**src/rtl/shift_add_multiplier_8bit_if.sv**
```systemverilog
// Handshake and data bundle for the sequential 8x8 shift-add multiplier.
// The requester drives start and operands; the multiplier returns status and the product.
interface shift_add_multiplier_8bit_if;
  logic        start;
  logic [7:0]  in1;
  logic [7:0]  in2;
  logic        busy;
  logic        done;
  logic [15:0] product;

  modport master (
    output start, in1, in2,
    input  busy, done, product
  );

  modport slave (
    input  start, in1, in2,
    output busy, done, product
  );
endinterface

```
**src/rtl/shift_add_multiplier_8bit.sv**
```systemverilog
// Sequential 8x8 unsigned shift-add multiplier: one ripple-carry adder reused over
// eight clocked iterations, with the adder carry kept as the ninth bit of each step.
module ripple_carry_adder_8bit (
  input  logic [7:0] in1,
  input  logic [7:0] in2,
  output logic [7:0] out,
  output logic       carry_out
);
  logic [8:0] carry;

  assign carry[0] = 1'b0;

  genvar i;
  generate
    for (i = 0; i < 8; i++) begin : g_bit
      assign out[i]       = in1[i] ^ in2[i] ^ carry[i];
      assign carry[i + 1] = (in1[i] & in2[i]) | (carry[i] & (in1[i] ^ in2[i]));
    end
  endgenerate

  assign carry_out = carry[8];
endmodule

module shift_add_multiplier_8bit (
  input  logic                        clk,
  input  logic                        rst,
  shift_add_multiplier_8bit_if.slave  bus
);
  typedef enum logic [1:0] {
    IDLE = 2'd0,
    CALC = 2'd1,
    DONE = 2'd2
  } state_t;

  state_t      state;
  logic [7:0]  m_reg;
  logic [7:0]  a_reg;
  logic [7:0]  q_reg;
  logic [2:0]  cnt;
  logic        busy_reg;
  logic        done_reg;
  logic [15:0] product_reg;

  logic [7:0]  sum;
  logic        c;
  logic [8:0]  step;

  ripple_carry_adder_8bit u_adder (
    .in1       (a_reg),
    .in2       (m_reg),
    .out       (sum),
    .carry_out (c)
  );

  // Nine-bit partial result; its LSB falls into Q and the carry lands in A[7].
  always_comb begin
    step = {1'b0, a_reg};
    if (q_reg[0]) begin
      step = {c, sum};
    end
  end

  always_ff @(posedge clk or posedge rst) begin
    if (rst) begin
      state       <= IDLE;
      m_reg       <= 8'h00;
      a_reg       <= 8'h00;
      q_reg       <= 8'h00;
      cnt         <= 3'd0;
      busy_reg    <= 1'b0;
      done_reg    <= 1'b0;
      product_reg <= 16'h0000;
    end else begin
      case (state)
        IDLE: begin
          done_reg <= 1'b0;
          busy_reg <= 1'b0;
          if (bus.start) begin
            m_reg    <= bus.in1;
            q_reg    <= bus.in2;
            a_reg    <= 8'h00;
            cnt      <= 3'd0;
            busy_reg <= 1'b1;
            state    <= CALC;
          end
        end
        CALC: begin
          a_reg <= step[8:1];
          q_reg <= {step[0], q_reg[7:1]};
          cnt   <= cnt + 3'd1;
          if (cnt == 3'd7) begin
            done_reg <= 1'b1;
            state    <= DONE;
          end
        end
        DONE: begin
          product_reg <= {a_reg, q_reg};
          done_reg    <= 1'b0;
          busy_reg    <= 1'b0;
          state       <= IDLE;
        end
        default: begin
          done_reg <= 1'b0;
          busy_reg <= 1'b0;
          state    <= IDLE;
        end
      endcase
    end
  end

  assign bus.busy    = busy_reg;
  assign bus.done    = done_reg;
  assign bus.product = product_reg;
endmodule

```
**src/flat_wrapper.sv**
```systemverilog
// flat-port wrapper written by rule: the top's interface ports become plain ports
module shift_add_multiplier_8bit_flat 
  (clk, rst, bus_start, bus_in1, bus_in2, bus_busy, bus_done, bus_product);
  shift_add_multiplier_8bit_if bus_i ();
  input  logic clk;
  input  logic rst;
  input wire logic [$bits(bus_i.start)-1:0] bus_start;
  input wire logic [$bits(bus_i.in1)-1:0] bus_in1;
  input wire logic [$bits(bus_i.in2)-1:0] bus_in2;
  output wire logic [$bits(bus_i.busy)-1:0] bus_busy;
  output wire logic [$bits(bus_i.done)-1:0] bus_done;
  output wire logic [$bits(bus_i.product)-1:0] bus_product;
  assign bus_i.start = bus_start;
  assign bus_i.in1 = bus_in1;
  assign bus_i.in2 = bus_in2;
  assign bus_busy = bus_i.busy;
  assign bus_done = bus_i.done;
  assign bus_product = bus_i.product;
  shift_add_multiplier_8bit u_core (.clk(clk), .rst(rst), .bus(bus_i));
endmodule
```
**config.mk**
```make
export PLATFORM = sky130hd
export DESIGN_NAME = shift_add_multiplier_8bit_flat
export DESIGN_NICKNAME = d
export VERILOG_FILES = /design/src/rtl/shift_add_multiplier_8bit_if.sv /design/src/rtl/shift_add_multiplier_8bit.sv /design/src/flat_wrapper.sv
export SDC_FILE = /design/constraint.sdc
export NUM_CORES = 1
export LEC_CHECK = 0
export CORE_ASPECT_RATIO = 0.7
export CORE_MARGIN = 4
export CORE_UTILIZATION = 52
export DETAILED_ROUTE_END_ITERATION = 12
export HOLD_SLACK_MARGIN = 0.12
export PLACE_DENSITY = 0.87
export SYNTH_ARGS = -nofsm -noshare
export SYNTH_HDL_FRONTEND = slang
export SYNTH_SLANG_ARGS = --single-unit
```
**constraint.sdc**
```tcl
create_clock -name clk -period 5.04 [get_ports clk]
set_clock_uncertainty 0.15 [all_clocks]
set_input_delay 1.008 -clock clk [delete_from_list [all_inputs] [get_ports clk]]
set_output_delay 1.008 -clock clk [all_outputs]
set_load 0.05 [all_outputs]
```
==> results.tsv, run 1 <==
metric	value	unit
Detailed Routing Iterations Pass 1	4	
core area	3950	um2
Remaining DRCs	0	
initial antenna violation count	0	
switching share of power	43.4	%
Crit path max-delay family	adder cells	
total congestion overflow	0	
Routed WL per cell	16.0	um
clk buf depth	2	
crit path time final	3.77	ns
worst path arrival time	3.78	ns
TritonCTS clock tree	yes	
nets	231	
setup_tns	0	ns
synth top area cells	dfrtp_1 (55%), mux2_2 (7.8%), fa_1 (6.5%)	
max reg flops	16	
Setup Viol. Count Final	0	
IO Pins	37	
largest net degree at the start of global routing	48	
IO buf count	36	
FF-to-FF path depth	12	
Relative slew margins	33.0	%
R2R Path End	u_core.a_reg[6]	
Worst-path clk slew	0.09	ns
hold buffer count at cts	0	
vias in the first global route	1385	
Mapped Nets	197	
max cap viols	0	
CP startpoint kind	flip-flop	
Highest Clock Rate	265	MHz
R2R Setup Slk	1.27	ns
Area Growth Syn to Fin	19.9	%
outcome	complete, no violations	
fin crit share	74.9	%
Hold Vio Cnt, Final	0	
post-synth top area share	54.6	%
Yosys cell types	25	
CP max stage delay	0.43	ns
post-CTS setup buffers	0	
P_sw	0.000788	W
unrepaired setup endpoints after global routing	false	
Via density	5.53	
combinational fraction of design power	48.5	%
clock latency on the worst-skew pair	0.30	ns
wirelength, routed	4080	um
Starting Density	54.6	%
Flop pwr share	39.3	%
Yosys reg bits	47	
sequential cell area fraction in the yosys report	54.6	%
layout cell share with drive strength beyond 1	16.7	%
internal cell power	0.00103	W
post-route cell area	2580	um2
DP Wirelength	2830	um
ant diodes	0	
Worst Setup Slack, final	1.27	ns
cell taking the most area after synthesis	dfrtp_1	
Crit path required time	5.05	ns
DR vias	1409	
CP dominant cell by count	fa_1	
Slowest-stage cell, CP	fa_1	
CP max FO	4	
Clock Root Buffer	clkbuf_8	
Slew @ Worst Pin	1.01	ns
crit path cell chain	ha_1 -> fa_1 -> fa_1 -> fa_1 -> fa_1 -> fa_1 -> inv_1 -> fa_1 -> inv_1 -> fa_1 -> mux2i_1 -> o21ai_0	
kind of critical path	flip-flop to flip-flop	
Endpoint, Worst Hold	u_core.cnt[0]	
Yosys Warn Count	0	
leakage	1.16	nW
WHS Path Cells	1	
Clk pwr share	12.2	%
dpl ws	1.24	ns
Hold Crit Class	flip-flop to flip-flop	
hold path startpoint	u_core.cnt[0]	
Mapped Area	2150	um2
die area	5250	um2
Initial DRC Count	85	
fin. max-slew vios	0	
Mapped Cells	168	
Non-Filler Instances	255	
H-Tree Depth	2	
Placed Instances	247	
Final ANT Viol Nets	0	
first-pass GRT wire length	6840	um
Placed Area	2500	um2
clock sinks	47	
worst vdd rail ir drop	341	uV
TritonCTS Buffers	5	
post-cts gate resize count	0	
Cell Pwr Density	702	nW/um2
Die Ht	61.9	um
site row count	19	
reg-to-reg startpoint	u_core.a_reg[0]	
GR Util All Layers	17.5	%
Tot Pwr	0.00181	W
width of the die	84.9	um
routability cong.	0.763	
Buf+Inv Stages, Crit Path	2	
Worst Setup End Kind	flip-flop	
syn_area_per_cell	12.8	um2
==> final cells by class <==
type / count / area, um2
repair buffers: 36 / 360
clock inverters: 2 / 12.5
inverters: 6 / 22.5
multi-input cells: 106 / 875
fillers: 324 / 1360
well taps: 52 / 65.1
clock buffers: 6 / 72.6
flip-flops and latches: 47 / 1180
==> synthesized netlist by cell type (all sizes together) <==
library cell and n:
dfrtp 47, nand2 22, mux2 21, o21ai 15
nand3 11, buf 9, fa 7, mux2i 7
a22oi 6, inv 6, ha 3, nor2 3
and2b 2, nand2b 2, a21oi 1, a221o 1
and2 1, nor3b 1, o21bai 1, o22ai 1
or3b 1
==> power groups by stage <==
stage	Sequential, W	Clock [W]	Combinational, W
2_1_floorplan	0.000882	0	0.000465
3_3_place_gp	0.000709	0	0.000840
3_5_place_dp	0.000719	0	0.000884
4_1_cts	0.000713	0.000225	0.000888
5_1_grt	0.000740	0.000240	0.000963
6_report	0.000713	0.000222	0.000879
==> metrics by stage <==
step | utilization [%] | hold WS, ns
after floorplan | - | 0.314
after global placement | 63.3 | 0.327
after detailed placement | 63.3 | 0.343
after CTS | 65.5 | 0.363
after global routing | 65.5 | 0.383
final | 65.5 | 0.359
==> worst max-delay path by stage <==
| stage | startpoint | to | depth (start not counted) |
|---|---|---|---|
| after CTS | u_core.a_reg[0] | u_core.a_reg[6] | 12 |
| after global placement | u_core.a_reg[0] | u_core.a_reg[6] | 12 |
| final | u_core.a_reg[0] | u_core.a_reg[6] | 12 |
| after detailed placement | u_core.a_reg[0] | u_core.a_reg[6] | 12 |
| after global routing | u_core.a_reg[0] | u_core.a_reg[6] | 12 |
| after floorplan | u_core.a_reg[0] | u_core.a_reg[6] | 12 |
==> cells in the final DEF (no fill, tap or decap), types with 2 or more instances in the layout <==
| cell | count |
|---|---|
| and2b_2 | 2 |
| ha_1 | 3 |
| clkdlybuf4s50_1 | 36 |
| mux2_4 | 6 |
| fa_1 | 7 |
| mux2_2 | 15 |
| a22oi_1 | 6 |
| nand3_1 | 11 |
| nand2b_1 | 2 |
| o21ai_0 | 15 |
| mux2i_1 | 7 |
| nor2_1 | 3 |
| dfrtp_1 | 47 |
| clkbuf_8 | 5 |
| inv_1 | 5 |
| nand2_1 | 22 |
==> routing by layer <==
layer / global-route usage (%) / vias to the layer above / part of all wire (%)
li1: - / 644 / -
met1: 23.2 / 719 / 46
met2: 27.8 / 41 / 48
met3: 6.72 / 5 / 6.0
met4: 4.74 / 0 / 0.88
met5: 0 / - / 0
==> cell families (layout without fill, tap and decap cells) <==
family	after synthesis	after routing	share of synthesized area [%]
mux	28	28	15.3
fa+ha+maj	10	10	8.25
compound gates	25	25	7.08
flops	47	47	54.6
simple gates	43	43	9.99
buf+inv	15	50	4.82
Power figures use the tool's default switching activity.
==> run 2, diff against run 1 <==
- clock period: 5.04 -> 3.7 ns (I/O delays scaled with it)
==> run 2 against run 1 <==
Maximum frequency increased by 5.5%. Hold slack got worse by 0.0091 ns. Critical endpoint unchanged. First-iteration DRC count increased by 11%. Non-clock buffer count increased by 1. Clock power increased by 98%. Sequential share of layout area decreased by 1.2 points. Critical path depth unchanged. Setup slack got worse by 1.1 ns. Via count decreased by 2.3%. Routed wire length decreased by 3.0%. Power increased by 44%.
==> results.tsv, run 2 (synthesis gave the netlist of run 1 again) <==
metric	value	unit
clk buf depth	2	
die area	5250	um2
width of the die	84.9	um
Clock Root Buffer	clkbuf_8	
Filler cells	306	
Area Growth Syn to Fin	23.1	%
crit path time final	3.58	ns
site row count	19	
Die Ht	61.9	um
DP Wirelength	2700	um
CP startpoint	u_core.a_reg[0]	
Hold Vio Cnt, Final	0	
reg-to-reg startpoint	u_core.a_reg[0]	
total congestion overflow	0	
largest net degree at the start of global routing	48	
outcome	complete, no violations	
Final ANT Viol Nets	0	
hold path startpoint	u_core.bus.done	
Via density	5.38	
initial antenna violation count	0	
Cell Pwr Density	984	nW/um2
vias in the first global route	1399	
clock latency on the worst-skew pair	0.30	ns
GR Util All Layers	16.6	%
most frequent cells in the layout	dfrtp_1 (47), clkdlybuf4s50_1 (36), nand2_1 (22), o21ai_0 (15), mux2_2 (15)	
worst vdd rail ir drop	478	uV
clock sinks	47	
fin crit share	96.7	%
IO buf count	36	
nets	232	
IO Pins	37	
CP startpoint kind	flip-flop	
wirelength, routed	3950	um
CP max stage delay	0.42	ns
Slowest-stage cell, CP	fa_1	
leakage	1.18	nW
Remaining DRCs	0	
crit path cell chain	ha_1 -> fa_2 -> fa_2 -> fa_2 -> fa_2 -> fa_1 -> inv_1 -> fa_1 -> inv_1 -> fa_1 -> mux2i_1 -> o21ai_0	
commonest non-fill, non-tap cell in the layout	dfrtp_1	
GR Util met2	27.8	%
Starting Density	54.6	%
layout cell share with drive strength beyond 1	19.6	%
H-Tree Depth	2	
max reg flops	16	
CP max FO	2	
global-route layer with the greatest usage	met2	
Placed Instances	248	
TritonCTS clock tree	yes	
M3 GR Usage	5.01	%
Worst-path clk slew	0.09	ns
fin. max-slew vios	0	
TritonCTS Buffers	5	
Crit path max-delay family	adder cells	
Highest Clock Rate	279	MHz
first-pass GRT wire length	6530	um
CP dominant cell by count	fa_2	
Hold Crit Class	flip-flop to flip-flop	
Initial DRC Count	94	
Crit path required time	3.71	ns
Relative slew margins	33.9	%
Detailed Routing Iterations Pass 1	4	
worst path arrival time	3.58	ns
Worst Setup End Kind	flip-flop	
routability cong.	0.761	
setup_tns	0	ns
DR vias	1376	
unrepaired setup endpoints after global routing	false	
hold buffer count at cts	0	
GR Util met1	21.0	%
Slew @ Worst Pin	0.991	ns
kind of critical path	flip-flop to flip-flop	
Buf+Inv Stages, Crit Path	2	
ant diodes	0	
max cap viols	0	
Tot Pwr	0.00261	W
Routed WL per cell	15.4	um
Non-Filler Instances	256	
Setup Viol. Count Final	0	
core area	3950	um2
-- run 2: layout make-up --
cell class	count	area, um2	area share, %
Clock buffer	5	68.8	2.59
Clock inverter	3	67.6	2.55
Inverter	6	22.5	0.849
Multi-Input combinational cell	106	885	33.3
Sequential cell	47	1180	44.3
Tap cell	52	65.1	2.45
Timing Repair Buffer	37	368	13.9
-- run 2: worst paths after layout --
path / endpoint / slack [ns] / cells after the start
max: u_core.a_reg[6] / 0.12 / 12
min: u_core.bus.done / 0.35 / 2
max reg2reg: u_core.a_reg[6] / 0.12 / 12
min reg2reg: u_core.bus.done / 0.35 / 2
max in group asynchronous: u_core.state[1] / 2.00 / 2
min in group asynchronous: u_core.bus.product[7] / 0.82 / 2
-- run 2: timing repair --
action	CTS	global route
buffers inserted	0	0
cloned	0	0
gates resized for setup	2	2
setup endpoints to repair	1	1
-- run 2: power by group --
| part | total, W | internal (W) | switching, W |
|---|---|---|---|
| logic | 0.00120 | 0.000523 | 0.000680 |
| clock network | 0.000440 | 0.000269 | 0.000171 |
| registers | 0.000967 | 0.000755 | 0.000212 |
-- run 2: through the flow --
step                hold WS, ns  utilization, %  setup slack, ns  instance area, um2
floorplan                 0.314               -            0.110                2150
global placement          0.327            63.5           0.0655                2510
detailed placement        0.328            63.5          -0.0449                2510
CTS                       0.352            67.1           0.0104                2650
global route              0.371            67.2          0.00626                2650
finish                    0.350            67.2            0.121                2650
-- run 2: per-layer routing --
layer	vias to the layer above	part of all wire, %
met5	-	0
met4	0	1.9
met3	11	6.7
met2	40	46
met1	679	45
li1	646	-
-- run 2: worst reg2reg max path, stage by stage, from the launching register on --
cell and delay (ns):
dfrtp_1 0.39, ha_1 0.21, fa_2 0.34, fa_2 0.34
fa_2 0.35, fa_2 0.34, fa_1 0.36, inv_1 0.09
fa_1 0.18, inv_1 0.06, fa_1 0.42, mux2i_1 0.13
o21ai_0 0.08
==> variant 1: new RTL, settings of run 1 <==
The 3 states of `state_t` get a one-hot encoding in 3 bits.
--- a/src/rtl/shift_add_multiplier_8bit.sv
+++ b/src/rtl/shift_add_multiplier_8bit.sv
@@ -28,6 +28,6 @@
 );
-  typedef enum logic [1:0] {
-    IDLE = 2'd0,
-    CALC = 2'd1,
-    DONE = 2'd2
+  typedef enum logic [2:0] {
+    IDLE = 3'b001,
+    CALC = 3'b010,
+    DONE = 3'b100
   } state_t;
Behaviour: no difference found for any inputs over 10 cycles, from zero or initial values and one cycle with rst high; not proved beyond that.
==> variant 1 against run 1 <==
  * Synthesized cell count is 11% lower
  * Area after synthesis is 1.6% lower
  * Global-route usage is 0.11 points higher
  * Routed wire length is 2.3% higher
  * Sequential cell count is 1 higher
  * Setup slack worse by 0.10 ns
  * Utilization is 0.94 points higher
  * Hold slack better by 0.00099 ns
  * Final area is 0.82% higher
  * Critical path depth stayed put
  * Critical endpoint unchanged
Power is not compared: it rests on default switching activity, and its combinational part moved more than twofold at a synthesized area within 25%.
==> variant 1: results (changes against run 1) <==
Synth area leaders dfrtp_1 55%, mux2_2 13%, fa_1 6.6%; first-pass GRT wire length 6.81 mm (-0.39%); HP Start u_core.q_reg[6]; Post-CTS Setup Inserts 0 (unchanged); GR Util met3 4.28% (-2.4 points); nets@finish 216 (-6.5%); initial antenna violation count 0 (unchanged); CP Launch Point u_core.a_reg[0]; Synthesized Nets 179 (-9.1%); DRT iter0 DRCs 59 (-31%); status finished, final reports clean; Placed Cells 232 (-6.1%); post-synth cell types 27 (+8.0%); wire per inst 17.4 microns (+8.6%); Worst Hold End u_core.q_reg[5]; Met1 Wirelength 1.75 mm (-6.0%); crit path DAT 3.91 ns (+0.13 ns); clk root buf clkbuf_8; DP HPWL 2.91 mm (+2.6%); hold depth 2 (+1); met3 WL 199 microns (-18%); GPL Wtd Cong 0.741 (-2.9%); actual slew at the worst max-slew pin 0.953 ns (-0.0521 ns); vias in the first global route 1400 (+1.1%); Post-Syn Area per Cell 14.1 sq um (+10%); post-synthesis sequential area ratio 56.7% (+2.1 points); routing usage on met2 30.6% (+2.8 points); max cap viols 0 (unchanged); crit path max fanout 4 (unchanged); pre-CTS WS 1.28 ns (+0.0330 ns); final WL 4.17 mm (+2.3%); routed vias 1297 (-7.9%); DRT Pass-1 Iters 5 (+1); Critical-path top delay cell fa_1; Fin Hold WS 0.360 ns (+0.000986 ns); routed wl met2 2.15 mm (+11%); M1 GR Usage 21.3% (-1.9 points); Commonest cells post-synth 47 x dfrtp_1, 24 x mux2_2, 14 x mux2i_1, 8 x nand2_1, 8 x o21ai_0; Yosys Warn Count 0 (unchanged); reg2reg setup slack 1.16 ns (-0.10 ns); share of layout cells above drive strength 1 20.2% (+3.5 points); Synth Area in Compound Gates 7.62% (+0.53 points); filler cell count in the final layout 300 (-7.4%); total track usage 17.6% (+0.11 points); post-synthesis mux area share 19.4% (+4.1 points); n_diodes 0 (unchanged); max incr delay on CP 0.45 ns (+0.02 ns); largest net degree at the start of global routing 49 (+2.1%); RR Endpoint u_core.a_reg[6]; Max VDD drop 284 uV; port bufs 36 (unchanged); adder-cell share of the synthesized area 8.38% (+0.14 points); Worst Hold Class flip-flop to flip-flop; post_cts resized 0 (unchanged)
[variant 1: changes by cell type after synthesis, sizes merged, moves of 3 or more]
cell,before,now
nand3,11,0
o2bb2ai,0,6
o21ai,15,8
a22oi,6,0
mux2i,7,14
nand2,22,8
mux2,21,24
a22o,0,3
[variant 1: cells by family after synthesis]
group,count (synthesis)
AO/OA/AOI/OAI,23
adder cells (fa/ha/maj),10
flip-flops,48
buffers and inverters,13
multiplexers,38
AND/OR/NAND/NOR,18
[variant 1: per-stage QoR]
| step | power, W | instance area, sq um |
|---|---|---|
| 6_report | 0.00118 | 2610 |
| 5_1_grt | 0.00126 | 2610 |
| 4_1_cts | 0.00119 | 2610 |
| 3_5_place_dp | 0.000950 | 2510 |
| 3_3_place_gp | 0.000906 | 2510 |
| 2_1_floorplan | 0.000843 | 2120 |
[variant 1: cell type report]
class / count / area, sq um / area share [%]
clock buffers: 8 / 90.1 / 3.46
multi-input cells: 89 / 853 / 32.8
well taps: 52 / 65.1 / 2.50
inverters: 5 / 18.8 / 0.720
flip-flops and latches: 48 / 1200 / 46.2
repair buffers: 38 / 375 / 14.4
[variant 1: worst max path at each step]
stage	to	slack (ns)
floorplan	u_core.a_reg[6]	1.45
global placement	u_core.a_reg[6]	1.39
detailed placement	u_core.a_reg[6]	1.28
CTS	u_core.a_reg[6]	1.16
global route	u_core.a_reg[6]	1.08
finish	u_core.a_reg[6]	1.16
[variant 1: report_power, final]
part | switching [W] | total [W] | internal (W)
clock network | 0.000119 | 0.000231 | 0.000112
registers | 0.000105 | 0.000593 | 0.000487
logic | 0.000180 | 0.000352 | 0.000173
==> variant 2: new RTL, flow settings as in run 1 <==
Made on the original files. Reset style: synchronous (`rst`), changed in one clocked block.
--- a/src/rtl/shift_add_multiplier_8bit.sv
+++ b/src/rtl/shift_add_multiplier_8bit.sv
@@ -62,3 +62,3 @@
 
-  always_ff @(posedge clk or posedge rst) begin
+  always_ff @(posedge clk) begin
     if (rst) begin
Formal check against the unedited RTL: differs if rst is asserted again (counterexample within 4 cycles, from zero or initial values and one cycle with rst high); with rst held inactive, the same outputs for 10 cycles.
==> variant 2 against run 1 <==
  * Via count increased by 11%
  * Sequential cell count unchanged
  * Cell count increased by 17%
  * Routed wire length increased by 0.66%
  * Area after synthesis decreased by 6.1%
  * Final area decreased by 5.3%
  * Setup slack got worse by 0.15 ns
  * Global-route usage increased by 1.3 points
  * Fmax decreased by 3.9%
  * Critical path type unchanged
  * Largest cell class is now multi-input gates
  * Highest routed layer unchanged
Power is not compared: it rests on default switching activity, and its combinational part moved more than twofold at a synthesized area within 25%.
==> variant 2: results (changes against run 1) <==
hold buffers post-CTS 0 (unchanged); Post-Synthesis Cells 221 (+32%); actual slew at the worst max-slew pin 1.23 ns (+0.223 ns); Synth area leaders dfxtp_1 47%, nand2_1 8.0%, a21oi_1 6.9%; total track usage 18.9% (+1.3 points); XOR/XNOR Fraction of Synth Area 0% (unchanged); Synth async-reset ratio 0% (-100 points); first-pass GRT wire length 6.93 mm (+1.3%); DRT iter0 DRCs 72 (-15%); H-tree depth 2 (unchanged); total CTS buffers 5 (unchanged); vias per cell 5.25 (-5.0%); Critical-path top delay cell fa_1; Placed Cells 291 (+18%); worst r2r src u_core.a_reg[0]; port bufs 36 (unchanged); Clk pin slew, worst setup/hold paths 0.08 ns; max incr delay on CP 0.42 ns; clk root buf clkbuf_8; RR Endpoint u_core.a_reg[6]; clock latency on the worst-skew pair 0.30 ns (about the same); post-synthesis sequential area ratio 46.5% (-8.1 points); Synthesized Nets 250 (+27%); Synth Area in Compound Gates 16.1% (+9.0 points); FF-to-FF path depth 13 (+1); largest net degree at the start of global routing 48 (unchanged); Commonest cells post-synth 47 x dfxtp_1, 43 x nand2_1, 28 x a21oi_1, 20 x nor2_1, 9 x mux2i_1; post-synth cell types 27 (+8.0%); pre-CTS WS 1.12 ns (-0.120 ns); crit path max fanout 4 (unchanged); GPL Wtd Cong 0.794 (+4.1%); n_diodes 0 (unchanged); Area after DPL 2350 sq um (-6.1%); Final Non-Filler Cells 299 (+17%); status finished, final reports clean; Max VDD drop 222 uV; initial antenna violation count 0 (unchanged); adder-cell share of the synthesized area 8.78% (+0.54 points); Lkg Pwr 0.920 nW; DRT Pass-1 Iters 4 (unchanged); vias in the first global route 1500 (+8.3%); Worst Hold End u_core.bus.product[10]; final WL 4.10 mm (+0.66%); post-synthesis mux area share 7.79% (-7.5 points); hold depth 2 (+1); max reg flops 16 (unchanged); Worst Hold Class flip-flop to flip-flop; crit path DAT 3.95 ns (+0.17 ns); nets@finish 277 (+20%); HP Start u_core.bus.product[10]; Yosys Warn Count 0 (unchanged); share of layout cells above drive strength 1 6.02% (-11 points); DP HPWL 2.73 mm (-3.7%); post_cts resized 0 (unchanged)
variant 2: power by group:
group / internal (W) / switching [W] / total [W]
sequential: 0.000384 / 0.0000143 / 0.000398
combinational: 0.0000315 / 0.0000342 / 0.0000657
clock: 0.000125 / 0.000119 / 0.000245
total: 0.000541 / 0.000168 / 0.000709
variant 2: worst max-delay path, delay by kind of cell (launching register included):
kind,cells,cell delay [ns]
buffers and inverters,2,0.12
AOI/OAI and AO/OA,1,0.14
muxes,1,0.27
and+or+nand+nor,1,0.06
DFF,1,0.35
adders and majority gates,8,2.72
variant 2: per-layer routing:
metal | global-route usage (%) | routed length (microns) | vias up | share of wire, %
met1 | 24.0 | 1920 | 729 | 47
li1 | - | - | 801 | -
met3 | 7.23 | 265 | 7 | 6.5
met5 | 0 | 0 | - | 0
met4 | 6.99 | 53 | 0 | 1.3
met2 | 29.1 | 1870 | 32 | 46
variant 2: area by class of cell:
cell class                      instances  area (sq um)
Fill cell                             293          1180
Sequential cell                        47           941
Tap cell                               50          62.6
Multi-Input combinational cell        151           953
Inverter                                6          22.5
Clock buffer                            8           100
Timing Repair Buffer                   37           368
variant 2: cells by family (layout without fill, tap and decap cells):
kind of cell             after synthesis  count (layout)
AND/OR/NAND/NOR                       71              71
AO/OA/AOI/OAI                         55              55
flip-flops                            47              47
buffers and inverters                 23              51
multiplexers                          15              15
adder cells (fa/ha/maj)               10              10
variant 2: how the worst max path moves through the flow:
stage,startpoint,to,slack (ns),cells after the start
floorplan,u_core.a_reg[0],u_core.a_reg[6],1.29,13
global placement,u_core.a_reg[0],u_core.a_reg[6],1.22,13
detailed placement,u_core.a_reg[0],u_core.a_reg[6],1.12,13
CTS,u_core.a_reg[0],u_core.a_reg[6],1.11,13
global route,u_core.a_reg[0],u_core.a_reg[6],0.96,13
finish,u_core.a_reg[0],u_core.a_reg[6],1.11,13
variant 2: stage by stage:
step	utilization, %	hold WS (ns)
after floorplan	-	0.295
after global placement	64.7	0.291
after detailed placement	64.7	0.296
after CTS	67.5	0.308
after global routing	67.5	0.329
final	67.5	0.304
